**src/rtl/cpu_dump_pkg.sv**
```systemverilog
`default_nettype none
// ============================================================================
// Module   : cpu_dump_pkg
// Brief    : Shared constants and state type for the CPU state dump streamer.
// Revision : 1.0 - initial release
// ============================================================================
package cpu_dump_pkg;

  localparam int W        = 16;  // register / data width
  localparam int NREGS    = 15;  // general registers captured
  localparam int CSUM_IDX = 16;  // word index of the trailing checksum

  typedef enum logic [1:0] {
    IDLE   = 2'd0,
    STREAM = 2'd1,
    CSUM   = 2'd2,
    DONE   = 2'd3
  } dump_state_t;

endpackage
`default_nettype wire

```
**src/rtl/cpu_state_dump.sv**
```systemverilog
`default_nettype none
// ============================================================================
// Module   : cpu_state_dump
// Brief    : Snapshots the register file and PC on start, then streams them
//            one word per valid/ready handshake followed by an XOR checksum.
// Revision : 1.0 - initial release
// ============================================================================
module cpu_state_dump #(
  parameter int NREGS    = cpu_dump_pkg::NREGS,
  parameter int W        = cpu_dump_pkg::W,
  parameter int PC_SHIFT = 2
) (
  input  logic                      clk,
  input  logic                      reset,
  input  logic                      start,
  input  logic [NREGS-1:0][W-1:0]   MEM,
  input  logic [W-1:0]              PC,
  output logic                      out_valid,
  input  logic                      out_ready,
  output logic [W-1:0]              out_data,
  output logic [4:0]                out_idx,
  output logic                      out_last,
  output logic                      busy,
  output logic                      done
);

  import cpu_dump_pkg::*;

  // Index bits needed to address the snapshot array.
  localparam int         c_IW       = (NREGS > 1) ? $clog2(NREGS) : 1;
  localparam logic [4:0] c_PC_IDX   = 5'(NREGS);
  localparam logic [4:0] c_CSUM_IDX = 5'(NREGS + 1);

  dump_state_t               r_state;
  dump_state_t               w_state_nxt;
  logic [NREGS-1:0][W-1:0]   r_snap;
  logic [W-1:0]              r_pc;
  logic [W-1:0]              r_acc;
  logic [4:0]                r_idx;
  logic [W-1:0]              w_word;
  logic                      w_busy;
  logic                      w_xfer;
  logic                      w_start_ok;

  assign w_busy     = (r_state == STREAM) || (r_state == CSUM);
  assign w_xfer     = w_busy && out_ready;
  assign w_start_ok = start && ((r_state == IDLE) || (r_state == DONE));

  // Next-state decode; start is only honoured outside of an active stream.
  always_comb begin
    w_state_nxt = r_state;
    case (r_state)
      IDLE:    if (start) w_state_nxt = STREAM;
      STREAM:  if (out_ready && (r_idx == c_PC_IDX)) w_state_nxt = CSUM;
      CSUM:    if (out_ready) w_state_nxt = DONE;
      DONE:    if (start) w_state_nxt = STREAM;
      default: w_state_nxt = IDLE;
    endcase
  end

  // State register, snapshot capture, word index and checksum accumulator.
  always_ff @(posedge clk) begin
    if (reset) begin
      r_state <= IDLE;
      r_snap  <= '0;
      r_pc    <= '0;
      r_acc   <= '0;
      r_idx   <= '0;
    end else begin
      r_state <= w_state_nxt;
      if (w_start_ok) begin
        r_snap <= MEM;
        r_pc   <= PC >> PC_SHIFT;
        r_acc  <= '0;
        r_idx  <= '0;
      end else if (w_xfer) begin
        if (r_state == STREAM) begin
          r_acc <= r_acc ^ w_word;
        end
        if (r_idx != c_CSUM_IDX) begin
          r_idx <= r_idx + 5'd1;
        end
      end
    end
  end

  // Word mux: registers, then shifted PC, then the running checksum.
  always_comb begin
    w_word = '0;
    if (r_idx < c_PC_IDX) begin
      w_word = r_snap[r_idx[c_IW-1:0]];
    end else if (r_idx == c_PC_IDX) begin
      w_word = r_pc;
    end else begin
      w_word = r_acc;
    end
  end

  assign busy      = w_busy;
  assign done      = (r_state == DONE);
  assign out_valid = w_busy;
  assign out_last  = (r_state == CSUM);
  assign out_idx   = r_idx;
  assign out_data  = w_busy ? w_word : '0;

endmodule
`default_nettype wire
```
**config.mk**
```make
export PLATFORM = sky130hd
export DESIGN_NAME = cpu_state_dump
export DESIGN_NICKNAME = d
export VERILOG_FILES = /design/src/rtl/cpu_dump_pkg.sv /design/src/rtl/cpu_state_dump.sv
export SDC_FILE = /design/constraint.sdc
export NUM_CORES = 1
export LEC_CHECK = 0
export BUFFER_PORTS_ARGS = -buffer_cell sky130_fd_sc_hd__buf_2
export CORE_MARGIN = 2
export CORE_UTILIZATION = 49
export DETAILED_ROUTE_END_ITERATION = 8
export HOLD_SLACK_MARGIN = 0.08
export PLACE_DENSITY = 0.73
export SYNTH_ARGS = -nofsm -noshare
export SYNTH_HDL_FRONTEND = slang
export SYNTH_SLANG_ARGS = --single-unit
```
**constraint.sdc**
```tcl
create_clock -name clk -period 2.3 [get_ports clk]
set_input_delay 0.46 -clock clk [delete_from_list [all_inputs] [get_ports clk]]
set_output_delay 0.46 -clock clk [all_outputs]
set_load 0.01 [all_outputs]
```
==> impl_metrics.csv <==
group,metric,value,unit
outcome,outcome,"complete, but fails checks",
power_and_ir_drop,p_per_area,1135,nW/µm²
detailed_routing,wl_per_cell,18.66,µm
yosys,synth_top_area_cell,"dfxtp_1",
global_route,grt_antenna_before_repair,2,
yosys,synth_edf_count,0,
global_route,grt_max_degree,93,
place,dp_slack,-0.2374,ns
global_route,grt_usage,29.04,%
global_route,grt_util_met1,37.91,%
clock_tree,cts_hold_buffers,0,
sta,finalSetupViolCount,23,
clock_tree,cts_sinks,277,
yosys,syn_avg_cell_area,7.853,µm²
floorplan,die_x,162.9,µm
sta,fin_skew,0.01323,ns
finish,final_util,69.17,%
sta,min_period_over_period,129.0,%
sta,slew_violations,0,
place,io_buffers,282,
sta,totalNegativeSetupSlack,-9.807,ns
hold_path,holdPathEnd,"r_snap[36]$_SDFFE_PP0P_",
sta,fin_ws,-0.6674,ns
detailed_routing,wl,42.33,mm
power_and_ir_drop,ir_drop,0.7260,mV
global_route,grt_busiest_layer,"met2",
clock_tree,clkLatencyLatePin,0.55,ns
floorplan,die_area,26530,µm²
sta,rsz0062_at_grt,"yes",
yosys,async_reset_ff_share,0,%
clock_tree,cts_root_buf,"clkbuf_16",
floorplan,dieHeight,162.9,µm
yosys,ys_top_cells_by_area,"dfxtp_1 (45%), nand2_1 (17%), a21oi_1 (12%), mux2i_1 (10%), clkbuf_1 (2.6%)",
yosys,yosysWarnings,0,
critical_path,cp.required,1.84,ns
hold_path,min_from,"MEM[36]",
critical_path,arrival,2.51,ns
yosys,postSynthCellCount,1575,
detailed_routing,firstDrtPassIters,6,
critical_path,cp_max_fo,7,
place,dp_hpwl,26.95,mm
power_and_ir_drop,p_comb_share,41.4,%
detailed_routing,routed_via_density,5.624,
yosys,synth_ff_type,"dfxtp_1",
critical_path,r2r_end,"r_acc[11]$_SDFFE_PP0P_",
clock_tree,clk_pin_slew,0.07,ns
global_route,grt_use_met2,48.56,%
critical_path,crit_chain,"buf_6, buf_16, nor2b_4, buf_12, buf_12, a22oi_1, a21oi_1, nor2_1, and3_4, buf_2",
power_and_ir_drop,p_leak,6.631,nW
power_and_ir_drop,swShare,36.91,%
floorplan,core-area,24960,µm²
clock_tree,cts_htree_levels,1,
global_route,grt_util_met3,3.998,%
yosys,synth_cell_type_count,43,
yosys,synth_top_cells_by_count,"nand2_1 (554), a21oi_1 (288), dfxtp_1 (277)",
critical_path,r2r_start,"out_idx[0]$_SDFFE_PP0P_",
floorplan,num_rows,58,
power_and_ir_drop,power.share.sequential,32.5,%
yosys,synth_seq_area_share,44.84,%
critical_path,crit_top_cell,"buf_12",
critical_path,r2r_cells,9,
critical_path,critPathMaxStageDelay,0.38,ns
critical_path,critPathKind,"flip-flop to output pin",
detailed_routing,drcViolationCount,0,
sta,whs,0.1419,ns
yosys,netlist_area,12370,µm²
place,gp_congestion,0.8533,
floorplan,io_pins,285,
power_and_ir_drop,netSwitchingPower,7.237,mW
clock_tree,cts_made_buffers,29,
global_route,grt_pass1_vias,11470,
clock_tree,cts_tree,"yes",
finish,drive_above_1_share,31.96,%
sta,clock.fmax,337.0,MHz
sta,period_minus_slack,2.967,ns
detailed_routing,ant_nets,0,
critical_path,start_kind,"flip-flop",
finish,area_growth,39.61,%
detailed_routing,vias,12760,
finish,stdcell_area,17270,µm²
floorplan,start_util,49.54,%
critical_path,critPathCaptureType,"output pin",
run,maxCapViolations,0,
finish,nets,2181,
sta,hold_violations,0,
hold_path,whs_path_depth,3,
outcome,violations,"setup timing",
global_route,grt-ovfl-total,0,
critical_path,rrSetupSlack,-0.02,ns
detailed_routing,drt_iter0_drc,1220,
critical_path,slowest_stage,"dfxtp_4",
global_route,grt_pass1_wl,60.76,mm
sta,tightest_slew,0.4987,ns
power_and_ir_drop,intPower,12.37,mW
clock_tree,cts.path.max_buffers,3,
power_and_ir_drop,p_clk_share,26.1,%
yosys,synth.most_common_cell,"nand2_1",
yosys,synth_fp_nets,1842,
yosys,synth-seq-cells,277,
yosys,synth_top_area_share,44.84,%
sta,max-slew-margin-rel,66.71,%
hold_path,hold_path_class,"input pin to flip-flop",
place,dpl_cell_area,14590,µm²
==> cell families after synthesis <==
group,share of synthesized area [%]
fa+ha+maj,0.7081
xor+xnor,0.2125
flops,44.84
buf+inv,5.756
mux,10.31
compound gates,18.77
simple gates,19.41
==> flip-flops by register name, indices dropped and copies added, names as in the netlist <==
signal,count
r_snap,240
r_acc,16
out_idx,5
r_state,2
r_pc,14
==> repair_timing <==
item,CTS,global route
cloned,8,7
setup buffers,26,26
gates resized for setup,95,77
pin swaps,33,37
endpoints found under the setup margin,19,57
==> power by group through the flow <==
| stage | sequential, mW | combinational, mW | clock, mW |
|---|---|---|---|
| 2_1_floorplan | 6.25 | 3.98 | 0 |
| 3_3_place_gp | 6.36 | 5.92 | 0 |
| 3_5_place_dp | 6.40 | 6.04 | 0 |
| 4_1_cts | 6.33 | 6.90 | 5.13 |
| 5_1_grt | 6.46 | 8.65 | 5.35 |
| 6_report | 6.37 | 8.11 | 5.12 |
==> worst max-delay path by stage <==
stage	cells after the start	end	from	slack, ns
2_1_floorplan	7	out_data[2]	out_idx[2]$_SDFFE_PP0P_	-0.006
3_3_place_gp	7	out_data[14]	out_idx[1]$_SDFFE_PP0P_	-0.21
3_5_place_dp	7	out_data[14]	out_idx[1]$_SDFFE_PP0P_	-0.24
4_1_cts	8	out_data[7]	out_idx[1]$_SDFFE_PP0P_	-0.66
5_1_grt	7	out_data[7]	out_idx[1]$_SDFFE_PP0P_	-0.71
6_report	10	out_data[14]	out_idx[1]$_SDFFE_PP0P_	-0.67
==> area by class of cell <==
type / count / area [µm²]
inverters: 23 / 90.09
fillers: 1904 / 7697
clock inverters: 19 / 255.2
diodes: 2 / 5.005
repair buffers: 435 / 3239
well taps: 330 / 412.9
multi-input cells: 1148 / 6905
flip-flops and latches: 277 / 5560
clock buffers: 35 / 798.3
==> per-stage QoR <==
| stage | cells | power, mW |
|---|---|---|
| 5_1_grt | 2269 | 20.46 |
| 6_report | 2269 | 19.61 |
| 3_5_place_dp | 2146 | 12.44 |
| 3_3_place_gp | 2146 | 12.27 |
| 2_1_floorplan | 1575 | 10.23 |
| 4_1_cts | 2234 | 18.35 |
==> metal layers <==
metal	part of all wire, %	vias to the layer above
met5	0	-
met4	3.9	0
met3	8.3	129
met2	47	674
met1	40	5934
li1	-	6024
==> placed cells by master (no fill, tap or decap), types with 16 or more instances in the layout <==
cell type  instances
a22oi_2           34
mux2i_1          108
nand2_1          553
dfxtp_1          273
a21oi_1          271
o31ai_1           17
clkbuf_16         36
buf_4            103
inv_1             21
a21oi_2           16
buf_12            21
buf_6             18
buf_2            275
==> worst max-delay path: cells and delay by family (launching register included) <==
family / cells / cell delay, ns
AO/OA/AOI/OAI: 2 / 0.41
buffers and inverters: 5 / 0.66
flip-flops: 1 / 0.38
AND/OR/NAND/NOR: 3 / 0.52
Power figures use the tool's default switching activity.
